$ cat config.mk
export PLATFORM = sky130hd
export DESIGN_NAME = decode_issue
export DESIGN_NICKNAME = d
export VERILOG_FILES = /design/src/rtl/decode_issue.sv
export SDC_FILE = /design/constraint.sdc
export NUM_CORES = 1
export LEC_CHECK = 0
export ABC_AREA = 1
export CORE_MARGIN = 4
export CORE_UTILIZATION = 51
export DETAILED_ROUTE_END_ITERATION = 10
export HOLD_SLACK_MARGIN = 0.15
export PLACE_DENSITY = 0.86
export SETUP_SLACK_MARGIN = 0.02
export SYNTH_ARGS = -nofsm -noshare
export SYNTH_HDL_FRONTEND = slang
export SYNTH_SLANG_ARGS = --single-unit
$ cat constraint.sdc
create_clock -name clk -period 4.85 [get_ports clk]
set_input_delay 0.97 -clock clk [delete_from_list [all_inputs] [get_ports clk]]
set_output_delay 0.97 -clock clk [all_outputs]
set_load 0.005 [all_outputs]
$ cat src/rtl/decode_issue.sv
// decode_issue: decode-and-issue stage between fetch and execute.
// One D register holds the instruction being decoded; the EX register holds
// the operand-complete micro-op presented to execute. A 16-bit scoreboard of
// pending destination writes blocks RAW/WAW hazards until writeback clears them.
module decode_issue (
    input  logic        clk,
    input  logic        rst,
    input  logic        if_valid,
    output logic        if_ready,
    input  logic [15:0] if_instr,
    output logic [3:0]  reg_read_addr_1,
    output logic [3:0]  reg_read_addr_2,
    input  logic [15:0] reg_read_data_1,
    input  logic [15:0] reg_read_data_2,
    output logic        ex_valid,
    input  logic        ex_ready,
    output logic [3:0]  ex_opcode,
    output logic [3:0]  ex_dest,
    output logic        ex_writes,
    output logic [15:0] ex_op_a,
    output logic [15:0] ex_op_b,
    input  logic        wb_valid,
    input  logic [3:0]  wb_dest,
    output logic [15:0] busy_mask,
    output logic        illegal_op,
    output logic [15:0] stall_count
);

    // D stage
    logic        r_d_valid;
    logic [15:0] r_d_instr;

    // EX output register
    logic        r_ex_valid;
    logic [3:0]  r_ex_opcode;
    logic [3:0]  r_ex_dest;
    logic        r_ex_writes;
    logic [15:0] r_ex_op_a;
    logic [15:0] r_ex_op_b;

    // Scoreboard and status
    logic [15:0] r_busy;
    logic        r_illegal;
    logic [15:0] r_stall_count;

    // Decode of the D register
    logic [3:0]  w_opcode;
    logic [3:0]  w_rd;
    logic [3:0]  w_rs1;
    logic [3:0]  w_rs2;
    logic        w_is_rtype;
    logic        w_is_addi;
    logic        w_is_illegal;
    logic        w_uses_rs1;
    logic        w_uses_rs2;
    logic        w_writes;
    logic [15:0] w_imm_sext;
    logic        w_hazard;
    logic        w_issue;
    logic        w_accept;
    logic [15:0] w_busy_set;
    logic [15:0] w_busy_clr;

    assign w_opcode     = r_d_instr[15:12];
    assign w_rd         = r_d_instr[11:8];
    assign w_rs1        = r_d_instr[7:4];
    assign w_rs2        = r_d_instr[3:0];

    // 0x1..0x7 R-type, 0x8 ADDI, 0x9..0xF illegal, 0x0 NOP
    assign w_is_rtype   = ~w_opcode[3] & (w_opcode[2:0] != 3'd0);
    assign w_is_addi    = (w_opcode == 4'h8);
    assign w_is_illegal = w_opcode[3] & (w_opcode[2:0] != 3'd0);

    assign w_uses_rs1   = w_is_rtype | w_is_addi;
    assign w_uses_rs2   = w_is_rtype;
    assign w_writes     = w_is_rtype | w_is_addi;
    assign w_imm_sext   = {{12{r_d_instr[3]}}, r_d_instr[3:0]};

    // Only the registered scoreboard is consulted; a same-cycle writeback
    // does not bypass into the hazard check.
    assign w_hazard = (w_uses_rs1 & r_busy[w_rs1]) |
                      (w_uses_rs2 & r_busy[w_rs2]) |
                      (w_writes   & r_busy[w_rd]);

    assign w_issue  = r_d_valid & ~w_hazard & (~r_ex_valid | ex_ready);
    assign if_ready = ~rst & (~r_d_valid | w_issue);
    assign w_accept = if_valid & if_ready;

    assign reg_read_addr_1 = r_d_valid ? w_rs1 : 4'h0;
    assign reg_read_addr_2 = r_d_valid ? w_rs2 : 4'h0;

    assign ex_valid    = r_ex_valid;
    assign ex_opcode   = r_ex_opcode;
    assign ex_dest     = r_ex_dest;
    assign ex_writes   = r_ex_writes;
    assign ex_op_a     = r_ex_op_a;
    assign ex_op_b     = r_ex_op_b;
    assign busy_mask   = r_busy;
    assign illegal_op  = r_illegal;
    assign stall_count = r_stall_count;

    // D register: load on accept, empty on issue, hold while stalled
    always_ff @(posedge clk) begin
        if (rst) begin
            r_d_valid <= 1'b0;
            r_d_instr <= 16'h0000;
        end else if (w_accept) begin
            r_d_valid <= 1'b1;
            r_d_instr <= if_instr;
        end else if (w_issue) begin
            r_d_valid <= 1'b0;
        end
    end

    // EX register: capture decoded micro-op plus register file data on issue
    always_ff @(posedge clk) begin
        if (rst) begin
            r_ex_valid  <= 1'b0;
            r_ex_opcode <= 4'h0;
            r_ex_dest   <= 4'h0;
            r_ex_writes <= 1'b0;
            r_ex_op_a   <= 16'h0000;
            r_ex_op_b   <= 16'h0000;
        end else if (w_issue) begin
            r_ex_valid  <= 1'b1;
            r_ex_opcode <= w_is_illegal ? 4'h0 : w_opcode;
            r_ex_dest   <= w_rd;
            r_ex_writes <= w_writes;
            r_ex_op_a   <= w_uses_rs1 ? reg_read_data_1 : 16'h0000;
            r_ex_op_b   <= w_is_addi  ? w_imm_sext :
                           w_uses_rs2 ? reg_read_data_2 : 16'h0000;
        end else if (ex_ready) begin
            r_ex_valid  <= 1'b0;
        end
    end

    // Scoreboard: one bit per architectural register, set beats clear
    genvar gi;
    generate
        for (gi = 0; gi < 16; gi++) begin : g_busy
            assign w_busy_set[gi] = w_issue & w_writes & (w_rd == 4'(gi));
            assign w_busy_clr[gi] = wb_valid & (wb_dest == 4'(gi));

            // Per-register pending-write flag
            always_ff @(posedge clk) begin
                if (rst) begin
                    r_busy[gi] <= 1'b0;
                end else if (w_busy_set[gi]) begin
                    r_busy[gi] <= 1'b1;
                end else if (w_busy_clr[gi]) begin
                    r_busy[gi] <= 1'b0;
                end
            end
        end
    endgenerate

    // Saturating count of cycles lost to scoreboard hazards
    always_ff @(posedge clk) begin
        if (rst) begin
            r_stall_count <= 16'h0000;
        end else if (r_d_valid & w_hazard & (r_stall_count != 16'hFFFF)) begin
            r_stall_count <= r_stall_count + 16'h0001;
        end
    end

    // Sticky flag raised when an illegal opcode leaves decode
    always_ff @(posedge clk) begin
        if (rst) begin
            r_illegal <= 1'b0;
        end else if (w_issue & w_is_illegal) begin
            r_illegal <= 1'b1;
        end
    end

endmodule

# Word level (Yosys, flattened, before mapping)
# Index checks and enable logic that the tools add are counted.
dict set report classes {
  n_reduce_logical 21
  addsub 1
  n_eq_ne 32
  n_lt_le_gt_ge 3
  n_mux 48
  bitwise_logic 55
}
# cell n
set op_table {}
lappend op_table {{equality test 4 bit, second input constant} 17}
lappend op_table {{two-way mux 16 bit} 3}
lappend op_table {{bitwise AND 1 bit} 45}
lappend op_table {{two-way mux 1 bit} 39}
lappend op_table {{nonzero test 2 bit} 18}
lappend op_table {{equality test 4 x 3 -> 1 bit, second input constant} 8}
lappend op_table {{adder 16 x 1 -> 16 bit, second input constant} 1}
lappend op_table {{equality test 4 x 2 -> 1 bit, second input constant} 4}
lappend op_table {{inequality test 16 bit, second input constant} 1}
lappend op_table {{less-than comparator 4 x 5 -> 1 bit, second input constant} 3}
lappend op_table {{binary-select mux 1 bit (select 4 bit)} 3}
lappend op_table {{two-way mux 4 bit} 3}
lappend op_table {{equality test 4 x 1 -> 1 bit, second input constant} 2}
lappend op_table {{logical NOT 4 bit} 2}
lappend op_table {{inverter 1 bit} 5}
lappend op_table {{OR 1 bit} 5}
lappend op_table {{nonzero test 3 bit} 1}
dict set report word_totals {
  input_bits 57
  reg_bits 92
  wordCells 186
  output_inout_bits 84
}

# Longest topological paths before layout
dict set report depth {
  depth_word 13
  mapped_depth 15
  mapped_depth_nobuf 15
}

# Worst setup path before layout
# No wires, ideal clock.
dict set report synth_timing {
  path_kind {input to output}
  from {input rst}
  to {output if_ready}
  t_required_ps 3880
  t_arrival_ps 1773
  path_buffers 2
  path_stages 5
  path_slack_ps 2107
  path_cell_list {inv_1 -> clkbuf_1 -> buf_1 -> nand2_1 -> inv_1}
}
dict set report synth_via {
  elab_chain_len 2
}
# element line
set synth_lines {}
lappend synth_lines {{from (decl)} 7} ;# input logic rst,
lappend synth_lines {{inverter 1 bit} 86} ;# assign if_ready = ~rst & (~r_d_valid | w_issue);
lappend synth_lines {{bitwise AND 1 bit} 86}
lappend synth_lines {{to (decl)} 9} ;# output logic if_ready,
# No other way between the ends.

# Worst setup path after layout
dict set report layout_timing {
  from {register r_d_instr[8]}
  to {output if_ready}
}
dict set report layout_via {
  elab_chain_len 9
}
# element line
set layout_lines {}
lappend layout_lines {{from (decl)} 31} ;# logic [15:0] r_d_instr;
lappend layout_lines {{from (signal assigned)} 109} ;# r_d_instr <= if_instr;
lappend layout_lines {{binary-select mux 1 bit (select 4 bit)} 83} ;# (w_writes & r_busy[w_rd]);
lappend layout_lines {{two-way mux 1 bit (implied by the code)} 83}
lappend layout_lines {{bitwise AND 1 bit} 83}
lappend layout_lines {{OR 1 bit} 82} ;# (w_uses_rs2 & r_busy[w_rs2]) |
lappend layout_lines {{inverter 1 bit} 85} ;# assign w_issue = r_d_valid & ~w_hazard & (~r_ex_valid | ex_ready);
lappend layout_lines {{bitwise AND 1 bit (2 in series)} 85}
lappend layout_lines {{OR 1 bit} 86}
lappend layout_lines {{bitwise AND 1 bit} 86}
# No other way between the ends. The select of a mux whose other input is x is not followed.

==> qor.yml <==
status: "finished, final reports clean"
num-fill-cells: 717
relSlewSlack: 0.0443
drt_wl_total_um: 14100
core.rowCount: 34
die_w_um: 103
ff_latch_area_um2: 1840
hold_depth: 2
port_buffers: 140
ys_ff_latch: 92
cts_buffers: 9
yosysTopAreaCell: "dfxtp_1"
cts_hold_buf: 0
cts_tree: "yes"
drt_iter0_drc: 409
grt_setup_unrepaired: "no"
start_util: 0.528
cp_max_fo: 20
min_path_type: "flip-flop to flip-flop"
tightest_slew_ps: 1430
slew_viol_final: 0
critical_path_class: "flip-flop to primary output"
start_kind: "flip-flop"
ant_nets: 0
nets: 888
reg2regPathDepth: 13
finalCritPeriodShare: 0.854
ir_drop_mv: 0.243
num_vias: 5041
worstPathArrival_ps: 3170
period_needed_ps: 4140
grt.total_usage: 0.260
layout_common_cells: "nand2_1 (198), clkdlybuf4s50_1 (140), nand3_1 (118)"
maxCapViolations: 0
multi_input_area_um2: 2340
cp.required_ps: 3880
cts_resized: 0
report.final.setup_viol: 0
synthesis.area_um2: 4650
finalPower_uw: 1780
cts_root_buf: "clkbuf_8"
cp.buffers_inverters: 3
n_antenna_cell: 0
ys_types: 29
cp_num_cells: 13
hold_violations: 0
skew_ps: 12.1
pin_count: 141
antenna_found_initial: 0
cts-htree-levels: 3
post_cts_buffers: 0
drive_gt1_frac: 0.0407
grt_pass1_vias: 4766
syn_nets: 772
fmax_ghz: 0.241
grt_pass1_wl_um: 22200
critPathTopFamily: "buffers and inverters"
crit_slowest_cell: "dfxtp_1"
routedWlPerCell_um: 15.0
final_common_cell: "nand2_1"
p_per_area_nw_per_um2: 286
p_leak_uw: 0.00262
drcViolationCount: 0
synthCells: 714
synth_top_area_share: 0.396
fin_tns_setup_ps: 0
cp-end-kind: "primary output"
firstDrtPassIters: 5
synth-seq-area-share: 0.396
clk_path_buf_depth: 2
vias_per_cell: 5.35
crit_top_cell: "nand2_1"
dp_hpwl_um: 10500
grt_max_degree: 76
path_cells: "inv_2, nand2_1, nand2_1, nand2_1, nand2_1, nand2_1, nand2_1, o21ai_2, nand3_2, o21bai_4, nand2_1, inv_1, clkdlybuf4s50_1"
gp_congestion: 0.933
critPathMaxStageDelay_ps: 710
die_h_um: 103
clk_latency_ps: 350
grt_overflow: 0
dieArea_um2: 10700
cts.sinks: 92
syn_to_final_growth_pct: 33.9
core_area_um2: 8810
cts.reportedPaths.clkPinSlew_ps: 100
synth_area_per_cell_um2: 6.51
synth_area_leaders: "dfxtp_1 (40%), nand2_1 (16%), nand3_1 (13%)"
ys_warn_count: 0
==> cell type report <==
cell class              instances  share of cell area
clock inverters                 6              0.0115
inverters                      73              0.0440
flip-flops and latches         92               0.296
repair buffers                143               0.229
clock buffers                  10              0.0221
multi-input cells             511               0.376
well taps                     108              0.0217
==> sequential cells by signal, indices dropped and copies added, names as in the netlist, 4 cells and up <==
signal and flops:
stall_count 16, ex_op_b 16, ex_op_a 16, r_d_instr 16, busy_mask 16, ex_dest 4, ex_opcode 4
==> power by group <==
part | total [uW] | internal (uW) | switching, uW
Clock | 535 | 256 | 279
Sequential | 855 | 808 | 46.6
Combinational | 394 | 180 | 214
Total | 1780 | 1240 | 539
==> Yosys cell counts, drive strengths merged <==
cell type,number
inv,73
o21ai,45
nand2,200
nor2,79
clkbuf,16
xnor2,5
nand4,18
nor3b,1
nor3,9
a21oi,24
nor4,2
buf,22
xor2,6
o21bai,1
nand3,120
dfxtp,92
ha,1
==> metrics by stage <==
stage | area [um^2] | hold slack [ps] | util | std cells | worst slack (ps)
CTS | 6230 | 474 | 0.707 | 943 | 737
global placement | 6020 | 457 | 0.683 | 927 | 1200
floorplan | 4650 | 447 | - | 714 | 2110
global route | 6230 | 498 | 0.707 | 943 | 405
detailed placement | 6020 | 462 | 0.683 | 927 | 1150
finish | 6230 | 470 | 0.707 | 943 | 708
==> worst paths after layout <==
| path | to | slack [ps] | from |
|---|---|---|---|
| worst max-delay path | if_ready | 710 | r_d_instr[8]$_SDFFE_PP0P_ |
| worst min register to register | ex_writes$_SDFFE_PP0P_ | 470 | ex_writes$_SDFFE_PP0P_ |
| worst max register to register | busy_mask[14]$_SDFFE_PP0P_ | 1620 | r_d_instr[8]$_SDFFE_PP0P_ |
| worst min-delay path | ex_writes$_SDFFE_PP0P_ | 470 | ex_writes$_SDFFE_PP0P_ |
==> tightest hold or removal path, delay by kind of cell, from the launching register on <==
family        cells  cell delay (ps)
flops             1              320
simple gates      2              110
==> per-layer routing <==
metal	vias to the layer above	share of wire	track usage
met5	-	0	0
met4	0	0.013	0.0608
met3	17	0.068	0.0516
met2	214	0.51	0.456
met1	2288	0.41	0.327
li1	2522	-	-
==> kinds of logic (layout without fill, tap and decap cells) <==
kind of cell    count (synthesis)  after routing  share of synthesized area
simple gates                  429            429                      0.402
compound gates                 70             70                     0.0791
flops                          92             92                      0.396
fa+ha+maj                       1              1                    0.00269
buf+inv                       111            232                     0.0998
xor+xnor                       11             11                     0.0207
Note: power is estimated with default switching activity, not from simulation.
